===== src/rtl/prim_arbiter_rr_lock.sv =====
// ============================================================================
// Module   : prim_arbiter_rr_lock
// Purpose  : N:1 round-robin arbiter with ready/valid sink and optional data
//            mux. A rotating priority pointer prevents starvation. A lock
//            freezes the decision while the sink back-pressures.
// Ports    : clk_i    - clock, rising edge
//            rst_ni   - asynchronous active-low reset
//            req_i    - per-port request (held until granted)
//            data_i   - per-port payload, unpacked [N]
//            last_i   - last beat of a burst (only with PRIM_ARB_BURST_EN)
//            gnt_o    - one-hot0 grant, asserted only in the accept cycle
//            idx_o    - index of the selected port
//            valid_o  - request presented to the sink
//            data_o   - payload of the selected port (all-ones if disabled)
//            ready_i  - sink ready
// Macro    : PRIM_ARB_BURST_EN - adds last_i; the selection is held on the
//            granted port until a beat with last_i = 1 is accepted.
// Revision : 1.0 - initial release
// ============================================================================
`timescale 1ns/1ps
`default_nettype none

module prim_arbiter_rr_lock #(
   parameter int N          = 8,
   parameter int DW         = 32,
   parameter int EnDataPort = 1,
   localparam int IdxW      = (N > 1) ? $clog2(N) : 1
) (
   input  logic            clk_i,
   input  logic            rst_ni,
   input  logic [N-1:0]    req_i,
   input  logic [DW-1:0]   data_i [N],
`ifdef PRIM_ARB_BURST_EN
   input  logic            last_i,
`endif
   output logic [N-1:0]    gnt_o,
   output logic [IdxW-1:0] idx_o,
   output logic            valid_o,
   output logic [DW-1:0]   data_o,
   input  logic            ready_i
);

   // -------------------------------------------------------------------------
   // Payload mux (shared by both arbitration variants)
   // -------------------------------------------------------------------------
   if (EnDataPort != 0) begin : g_data
      assign data_o = data_i[idx_o];
   end else begin : g_nodata
      assign data_o = '1;
      logic unused_data;
      assign unused_data = ^data_i[0];
   end

   if (N == 1) begin : g_bypass
      // ----------------------------------------------------------------------
      // Single requester: nothing to arbitrate, no state.
      // ----------------------------------------------------------------------
      assign valid_o  = req_i[0];
      assign gnt_o[0] = req_i[0] & ready_i;
      assign idx_o    = '0;

      logic unused_bypass;
`ifdef PRIM_ARB_BURST_EN
      assign unused_bypass = clk_i ^ rst_ni ^ last_i;
`else
      assign unused_bypass = clk_i ^ rst_ni;
`endif
   end else begin : g_arb
      logic [IdxW-1:0] ptr_q,  ptr_d;
      logic [IdxW-1:0] lidx_q, lidx_d;
      logic            lock_q, lock_d;
      logic [IdxW-1:0] rr_idx;
      logic [IdxW-1:0] idx_inc;
      logic            held;
      logic            accept;
`ifdef PRIM_ARB_BURST_EN
      logic            burst_q, burst_d;
`endif

      // Round-robin scan starting at ptr_q. The wrap is done by subtraction
      // so ptr_q never needs to be a power of two.
      always_comb begin : p_scan
         int  j;
         logic found;
         rr_idx = '0;
         found  = 1'b0;
         j      = 0;
         for (int i = 0; i < N; i++) begin
            j = int'(ptr_q) + i;
            if (j >= N) begin
               j = j - N;
            end
            if (!found && req_i[j]) begin
               found  = 1'b1;
               rr_idx = IdxW'(j);
            end
         end
      end

      // The frozen decision only wins while its requester still asserts req;
      // a dropped request falls back to normal round-robin in the same cycle.
`ifdef PRIM_ARB_BURST_EN
      assign held = (lock_q | burst_q) & req_i[lidx_q];
`else
      assign held = lock_q & req_i[lidx_q];
`endif

      assign valid_o = |req_i;
      assign idx_o   = held ? lidx_q : rr_idx;
      assign accept  = valid_o & ready_i;
      assign gnt_o   = accept ? ({{(N-1){1'b0}}, 1'b1} << idx_o) : '0;
      assign idx_inc = (idx_o == IdxW'(N - 1)) ? '0 : idx_o + 1'b1;

      always_comb begin : p_next
         ptr_d  = ptr_q;
         lock_d = lock_q;
         lidx_d = lidx_q;
`ifdef PRIM_ARB_BURST_EN
         burst_d = burst_q;
`endif
         if (valid_o) begin
            if (ready_i) begin
`ifdef PRIM_ARB_BURST_EN
               lock_d = 1'b0;
               if (last_i) begin
                  burst_d = 1'b0;
                  ptr_d   = idx_inc;
               end else begin
                  // Mid-burst beat: keep the port, leave the pointer alone.
                  burst_d = 1'b1;
                  lidx_d  = idx_o;
               end
`else
               lock_d = 1'b0;
               ptr_d  = idx_inc;
`endif
            end else begin
               lock_d = 1'b1;
               lidx_d = idx_o;
            end
         end
      end

      always_ff @(posedge clk_i or negedge rst_ni) begin : p_regs
         if (!rst_ni) begin
            ptr_q  <= '0;
            lock_q <= 1'b0;
            lidx_q <= '0;
`ifdef PRIM_ARB_BURST_EN
            burst_q <= 1'b0;
`endif
         end else begin
            ptr_q  <= ptr_d;
            lock_q <= lock_d;
            lidx_q <= lidx_d;
`ifdef PRIM_ARB_BURST_EN
            burst_q <= burst_d;
`endif
         end
      end

`ifndef SYNTHESIS
      a_lock_stable : assert property (@(posedge clk_i) disable iff (!rst_ni)
         (lock_q && req_i[lidx_q]) |-> (idx_o == lidx_q));
`endif
   end

`ifndef SYNTHESIS
   a_gnt_onehot0 : assert property (@(posedge clk_i) disable iff (!rst_ni)
      $onehot0(gnt_o));
   a_gnt_needs_handshake : assert property (@(posedge clk_i) disable iff (!rst_ni)
      (|gnt_o) |-> (ready_i && valid_o));
   a_accept_grants_req : assert property (@(posedge clk_i) disable iff (!rst_ni)
      (valid_o && ready_i) |-> (gnt_o[idx_o] && req_i[idx_o]));
   a_outputs_known : assert property (@(posedge clk_i) disable iff (!rst_ni)
      !$isunknown({valid_o, idx_o, gnt_o}));
`endif

endmodule

`default_nettype wire


===== config.mk =====
export PLATFORM = sky130hd
export DESIGN_NAME = prim_arbiter_rr_lock
export DESIGN_NICKNAME = d
export VERILOG_FILES = /design/src/rtl/prim_arbiter_rr_lock.sv
export SDC_FILE = /design/constraint.sdc
export NUM_CORES = 1
export LEC_CHECK = 0
export ABC_AREA = 1
export BUFFER_PORTS_ARGS = -buffer_cell sky130_fd_sc_hd__buf_2
export CAP_MARGIN = 10
export CORE_AREA = 3 3 121 123
export CTS_BUF_LIST = sky130_fd_sc_hd__clkbuf_8
export CTS_CLUSTER_SIZE = 12
export DETAILED_ROUTE_END_ITERATION = 7
export DIE_AREA = 0 0 124 126
export GPL_TIMING_DRIVEN = 0
export PLACE_DENSITY_LB_ADDON = 0.3
export SYNTH_ARGS = -nofsm -noshare
export SYNTH_HDL_FRONTEND = slang
export SYNTH_SLANG_ARGS = --single-unit

===== constraint.sdc =====
create_clock -name clk_i -period 3.3 [get_ports clk_i]
set_clock_uncertainty 0.15 [all_clocks]
set_input_delay 0.66 -clock clk_i [delete_from_list [all_inputs] [get_ports clk_i]]
set_output_delay 0.66 -clock clk_i [all_outputs]
set_load 0.05 [all_outputs]

==> run summary, run 1 <==
Synthesized Nets: 1202
Slew Limit Fails: 0
post-synth cell types: 33
synthesis-stage register bit count: 7
final setup fails: 43
cell type with the largest total area after synthesis: nand2_1
Setup Crit Path Kind: reg2out
met1 Use GR: 36.5%
top cells by area, synth: nand2_1 (54%), nand3_1 (19%), dfrtp_1 (4.1%)
vias in the first global route: 6960
Mapped Cells: 933
Placer Congestion: 0.967
largest net degree at the start of global routing: 11
CP required: 2.49 ns
share of cells above drive strength 1: 44.3%
FMAX: 0.255 GHz
starting density of the core: 30.7%
Mapped Area: 4230 sq um
Iter 0 DRT Violations: 573
startpoint types: register
Num CTS Buffers: 3
CTS tree: yes
Tmin final: 3.92 ns
# nets final: 1564
global route overflow: 0
GR Layer Usage met2: 51.2%
Arr. time, crit path: 3.11 ns
Syn Area/Cell: 4.54 sq um
routed wire length per instance: 16.4 um
Rows: 43
clock tree sinks: 7
Core Box Area: 13800 sq um
depth of the CTS H-tree: 1
Die ar.: 15600 sq um
Clock Path Buffers: 2
Hold Fails Final Rpt: 0
Global Route Usage Sum: 28.9%
period utilization: 119%
Worst-Margin Slew: 0.358 ns
Die W: 124 um
GR peak layer: met2
DRC Markers: 0
ANT nets after route: 0
Post-DP HPWL: 18500 um
Slew Limit Headroom: 76.0%
clk slew on worst S/H paths: 0.04 ns
first-pass GRT wire length: 35500 um
Root Buffer: clkbuf_8
met3 usage: 2.83%
crit path capture type: output pin
failing checks: negative setup slack
via count: 7312
initial antenna violation count: 2
port bufs: 310
Max FO, Critical Path: 10
final worst slack: -0.620 ns
Syn-to-layout area delta: 89.8%
final WL: 24200 um
top-area cell type share of the netlist area: 53.9%
clock insertion delay at the later pin of the skew report: 0.23 ns
max cap viols: 0
status: finished with violations
Via-to-Cell Ratio: 4.95
Core Util, Final: 58.3%
Pre-antenna DRT Iters: 5
type of the worst min-delay path: in2async
chip height: 126 um
I/O pins: 311
RSZ-0062 raised after global routing: yes
Synth Warn #: 0
register area share after synthesis: 4.14%
repair_timing:
item	in CTS	in global routing
pin swaps	20	15
gates resized for setup	268	64
setup buffers	35	6
gates cloned	5	3
setup endpoints to repair	43	45
hold buffers	0	0
area by class of cell:
class                   instances  area, sq um
repair buffers                358         2560
clock buffers                   3         41.3
fillers                      1397         5740
multi-input cells             840         4220
diodes                          2         5.00
inverters                      22          124
plain buffers                  63          681
well taps                     180          225
flip-flops and latches          7          175
clock inverters                 1         3.75
cell usage after synthesis (all sizes together):
master,number
a21boi,1
a21oi,2
a31oi,2
buf,57
clkbuf,8
clkinv,1
dfrtp,7
ha,2
inv,21
nand2,611
nand3,165
nand4,4
nor2,29
nor3,1
o21ai,13
o221ai,2
or2,1
or4,2
xnor2,2
xor2,2
final timing paths:
path	slack, ns	from	cells past startpoint	end
worst max-delay path	-0.62	g_arb.ptr_q[1]	17	data_o[22]
worst max register to register	0.12	g_arb.ptr_q[1]	19	g_arb.ptr_q[2]
worst min register to register	0.40	g_arb.lock_q	2	g_arb.lock_q
max in group asynchronous	2.75	rst_ni	1	g_arb.ptr_q[1]
worst min-delay path	0.1	rst_ni	1	g_arb.lidx_q[0]
min in group clk_i	0.40	g_arb.lock_q	2	g_arb.lock_q
cell usage in the layout, fill, tap and decap left out, types with 2 or more instances in the layout:
master       n
a21oi_1      2
buf_12      13
buf_16       4
buf_2      272
buf_4       45
buf_6       20
buf_8       54
clkbuf_16    3
clkbuf_2     7
clkbuf_4     3
clkbuf_8     3
dfrtp_1      7
diode_2      2
inv_1       14
inv_2        3
inv_4        3
nand2_1    512
nand2_2     59
nand2_4     37
nand2_8      4
nand3_1    149
nand3_2     11
nand3_4      5
nand4_1      4
nor2_1      16
nor2_2       4
nor2_4       9
o21ai_0      7
o21ai_1      3
o21ai_2      2
o221ai_1     2
or4_1        2
flip-flops by register name (all words and copies together), names as in the netlist:
| register | count |
|---|---|
| g_arb.ptr_q | 3 |
| g_arb.lidx_q | 3 |
| g_arb.lock_q | 1 |
stage by stage:
step | std cells | setup WS (ns) | setup TNS [ns] | cell area, sq um | hold slack [ns]
floorplan | 933 | -0.0864 | -1.75 | 4610 | 0.214
global placement | 1423 | -0.995 | -30.31 | 6380 | 0.345
detailed placement | 1423 | -0.992 | -30.67 | 6380 | 0.346
CTS | 1466 | -0.598 | -22.83 | 7740 | 0.101
global route | 1476 | -0.797 | -31.45 | 8040 | 0.103
finish | 1476 | -0.620 | -23.43 | 8040 | 0.100
metal layers:
| layer | part of all wire [%] | vias to the layer above |
|---|---|---|
| li1 | - | 3666 |
| met1 | 41 | 3248 |
| met2 | 49 | 355 |
| met3 | 7.5 | 43 |
| met4 | 2.5 | 0 |
| met5 | 0 | - |
cells by family (layout without fill, tap and decap cells):
kind of cell / after synthesis / after routing / share of synthesized area [%]
and+or+nand+nor: 813 / 814 / 79.0
buffers and inverters: 87 / 447 / 11.9
AOI/OAI and AO/OA: 20 / 20 / 2.98
DFF: 7 / 7 / 4.14
xor gates and xnor gates: 4 / 4 / 1.36
adders and majority gates: 2 / 2 / 0.591
other: 0 / 2 / 0
critical path, cell delays in order (launching register included):
cell,delay (ns)
dfrtp_1,0.38
buf_4,0.14
ha_2,0.19
xnor2_2,0.31
nor2_2,0.09
a31oi_2,0.22
buf_4,0.16
nor2_2,0.04
buf_4,0.12
buf_4,0.12
nand2_1,0.07
nand3_2,0.09
o21ai_4,0.19
buf_4,0.18
buf_4,0.22
nand2_1,0.12
nand2_4,0.08
buf_8,0.14
Power of run 1 is left out: the tool's default activity adds up to more than one toggle a clock period on the data nets, which glitch-free logic cannot reach.
==> run 2, diff against run 1 <==
--- a/config.mk
+++ b/config.mk
@@ -8,12 +8,14 @@
 export ABC_AREA = 1
 export BUFFER_PORTS_ARGS = -buffer_cell sky130_fd_sc_hd__buf_2
 export CAP_MARGIN = 10
-export CORE_AREA = 3 3 121 123
+export CORE_ASPECT_RATIO = 0.5
+export CORE_MARGIN = 3
+export CORE_UTILIZATION = 35
 export CTS_BUF_LIST = sky130_fd_sc_hd__clkbuf_8
 export CTS_CLUSTER_SIZE = 12
 export DETAILED_ROUTE_END_ITERATION = 7
-export DIE_AREA = 0 0 124 126
 export GPL_TIMING_DRIVEN = 0
+export HOLD_SLACK_MARGIN = 0.12
 export PLACE_DENSITY_LB_ADDON = 0.3
 export SYNTH_ARGS = -nofsm -noshare
 export SYNTH_HDL_FRONTEND = slang
==> run 2 against run 1 <==
  * The flow still finishes with violations (negative setup slack)
  * Design area is 6.4% higher
  * Routed wire length is 1.9% higher
  * Sequential share of layout area is 0.13 points lower
  * First-iteration DRC count is 7.5% higher
  * Die area is 13% lower
  * Worst hold slack better by 0.29 ns
  * Non-clock buffer count is 7 higher
  * Core utilization is 17 points higher
  * Final cell count is 1.1% lower
  * Worst setup slack worse by 0.21 ns
  * Count of clock-buffer cells in the layout stayed put
==> run summary, run 2 (synthesis gave the netlist of run 1 again) <==
Global Route Usage Sum: 30.5%
Slew Limit Fails: 0
failing checks: negative setup slack
Rows: 27
Max FO, Critical Path: 10
WP buf/inv: 5
GR peak layer: met2
met1 Use GR: 38.1%
Layout Cells excl Fill: 1460
RSZ-0062 raised after global routing: yes
DRC Markers: 0
I/O pins: 311
clock tree sinks: 7
CP max stage delay: 0.47 ns
CP required: 2.49 ns
Fill cells: 936
Pre-antenna DRT Iters: 5
Via-to-Cell Ratio: 5.31
port bufs: 310
Die ar.: 13500 sq um
Placer Congestion: 0.937
pre-CTS WS: -0.945 ns
final worst slack: -0.828 ns
commonest non-fill, non-tap cell in the layout: nand2_1
ANT nets after route: 0
crit path capture type: output pin
startpoint types: register
routed wire length per instance: 16.9 um
initial antenna violation count: 0
# nets final: 1571
Syn-to-layout area delta: 102%
Setup Crit Path Kind: reg2out
Diodes inserted: 0
Top Registers: g_arb.lidx_q x3, g_arb.ptr_q x3, g_arb.lock_q x1
Root Buffer: clkbuf_8
Core Box Area: 11400 sq um
global route overflow: 0
Critical-path top delay cell: dfrtp_1
depth of the CTS H-tree: 1
Iter 0 DRT Violations: 616
final setup fails: 43
via count: 7753
clock insertion delay at the later pin of the skew report: 0.23 ns
fin area: 8550 sq um
critical path cell sequence: inv_1 > o21ai_0 > o221ai_1 > nand3_1 > inv_1 > nand2_2 > clkbuf_2 > clkbuf_1 > nand3_1 > nand2_1 > nand2_1 > nand2_1 > nand2_2 > nand2_4 > buf_8
Arr. time, crit path: 3.32 ns
first-pass GRT wire length: 34200 um
hold-critical path depth: 2
WP depth: 15
Slew Limit Headroom: 61.9%
crit-path most repeated cell: nand2_1
Hold Fails Final Rpt: 0
most frequent cells in the layout: nand2_1 (474), buf_2 (270), nand3_1 (116)
Post-DP HPWL: 17500 um
GR Layer Usage met2: 56.8%
max cap viols: 0
Num CTS Buffers: 3
CTS tree: yes
Worst-Margin Slew: 0.571 ns
cells on worst reg2reg path: 21
largest net degree at the start of global routing: 11
type of the worst min-delay path: reg2reg
status: finished with violations
Tmin final: 4.13 ns
Largest delay share family, worst path: buffers and inverters
Die W: 162 um
vias in the first global route: 6836
met3 usage: 2.68%
chip height: 83.8 um
share of cells above drive strength 1: 49.6%
Clock Path Buffers: 2
starting density of the core: 37.2%
clk slew on worst S/H paths: 0.04 ns
final WL: 24700 um
Post-DP Area: 6360 sq um
FMAX: 0.242 GHz
dpl cells: 1402
period utilization: 125%
run 2: tightest hold or removal path, stage by stage (launching register included):
cell	delay, ns
dfrtp_1	0.35
nor2_1	0.05
nor2_1	0.09
run 2: final timing paths:
check | endpoint | slack, ns | start
min in group asynchronous | g_arb.lidx_q[2] | 0.65 | rst_ni
max in group asynchronous | g_arb.ptr_q[2] | 2.19 | rst_ni
min | g_arb.lock_q | 0.39 | g_arb.lock_q
min reg2reg | g_arb.lock_q | 0.39 | g_arb.lock_q
max reg2reg | g_arb.ptr_q[2] | 0.09 | g_arb.ptr_q[1]
max | data_o[28] | -0.83 | g_arb.lidx_q[0]
run 2: layout make-up:
cell class	instances	area, sq um	area share (%)
multi-input combinational	840	4570	53.5
timing repair buffer	367	2780	32.6
buffer	61	651	7.61
tap	159	199	2.33
sequential	7	175	2.05
inverter	22	125	1.46
clock buffer	3	41.3	0.483
clock inverter	1	3.75	0.0439
run 2: per-layer routing:
layer | wire length, um | share of wire, % | vias to the layer above
met5 | 0 | 0 | -
met4 | 749 | 3.0 | 0
met3 | 1840 | 7.4 | 67
met2 | 12400 | 50 | 397
met1 | 9720 | 39 | 3606
li1 | - | - | 3683
run 2: repair_timing:
item | 4_1_cts | 5_1_grt
buffers inserted | 23 | 18
endpoints found under the hold margin | 7 | 0
cloned | 6 | 10
pin swaps | 17 | 63
hold buffers | 1 | 0
gates resized for setup | 257 | 142
setup endpoints to repair | 43 | 44
run 2: per-stage QoR:
step                      utilization, %  hold WS [ns]  TNS (ns)
after global routing                75.1         0.427    -38.61
after global placement              55.8         0.349    -30.11
final                               75.1         0.393    -32.40
after CTS                           66.8         0.402    -27.01
after detailed placement            55.8         0.352    -33.50
after floorplan                        -         0.214     -1.75
Power of run 2 is left out for the same reason.
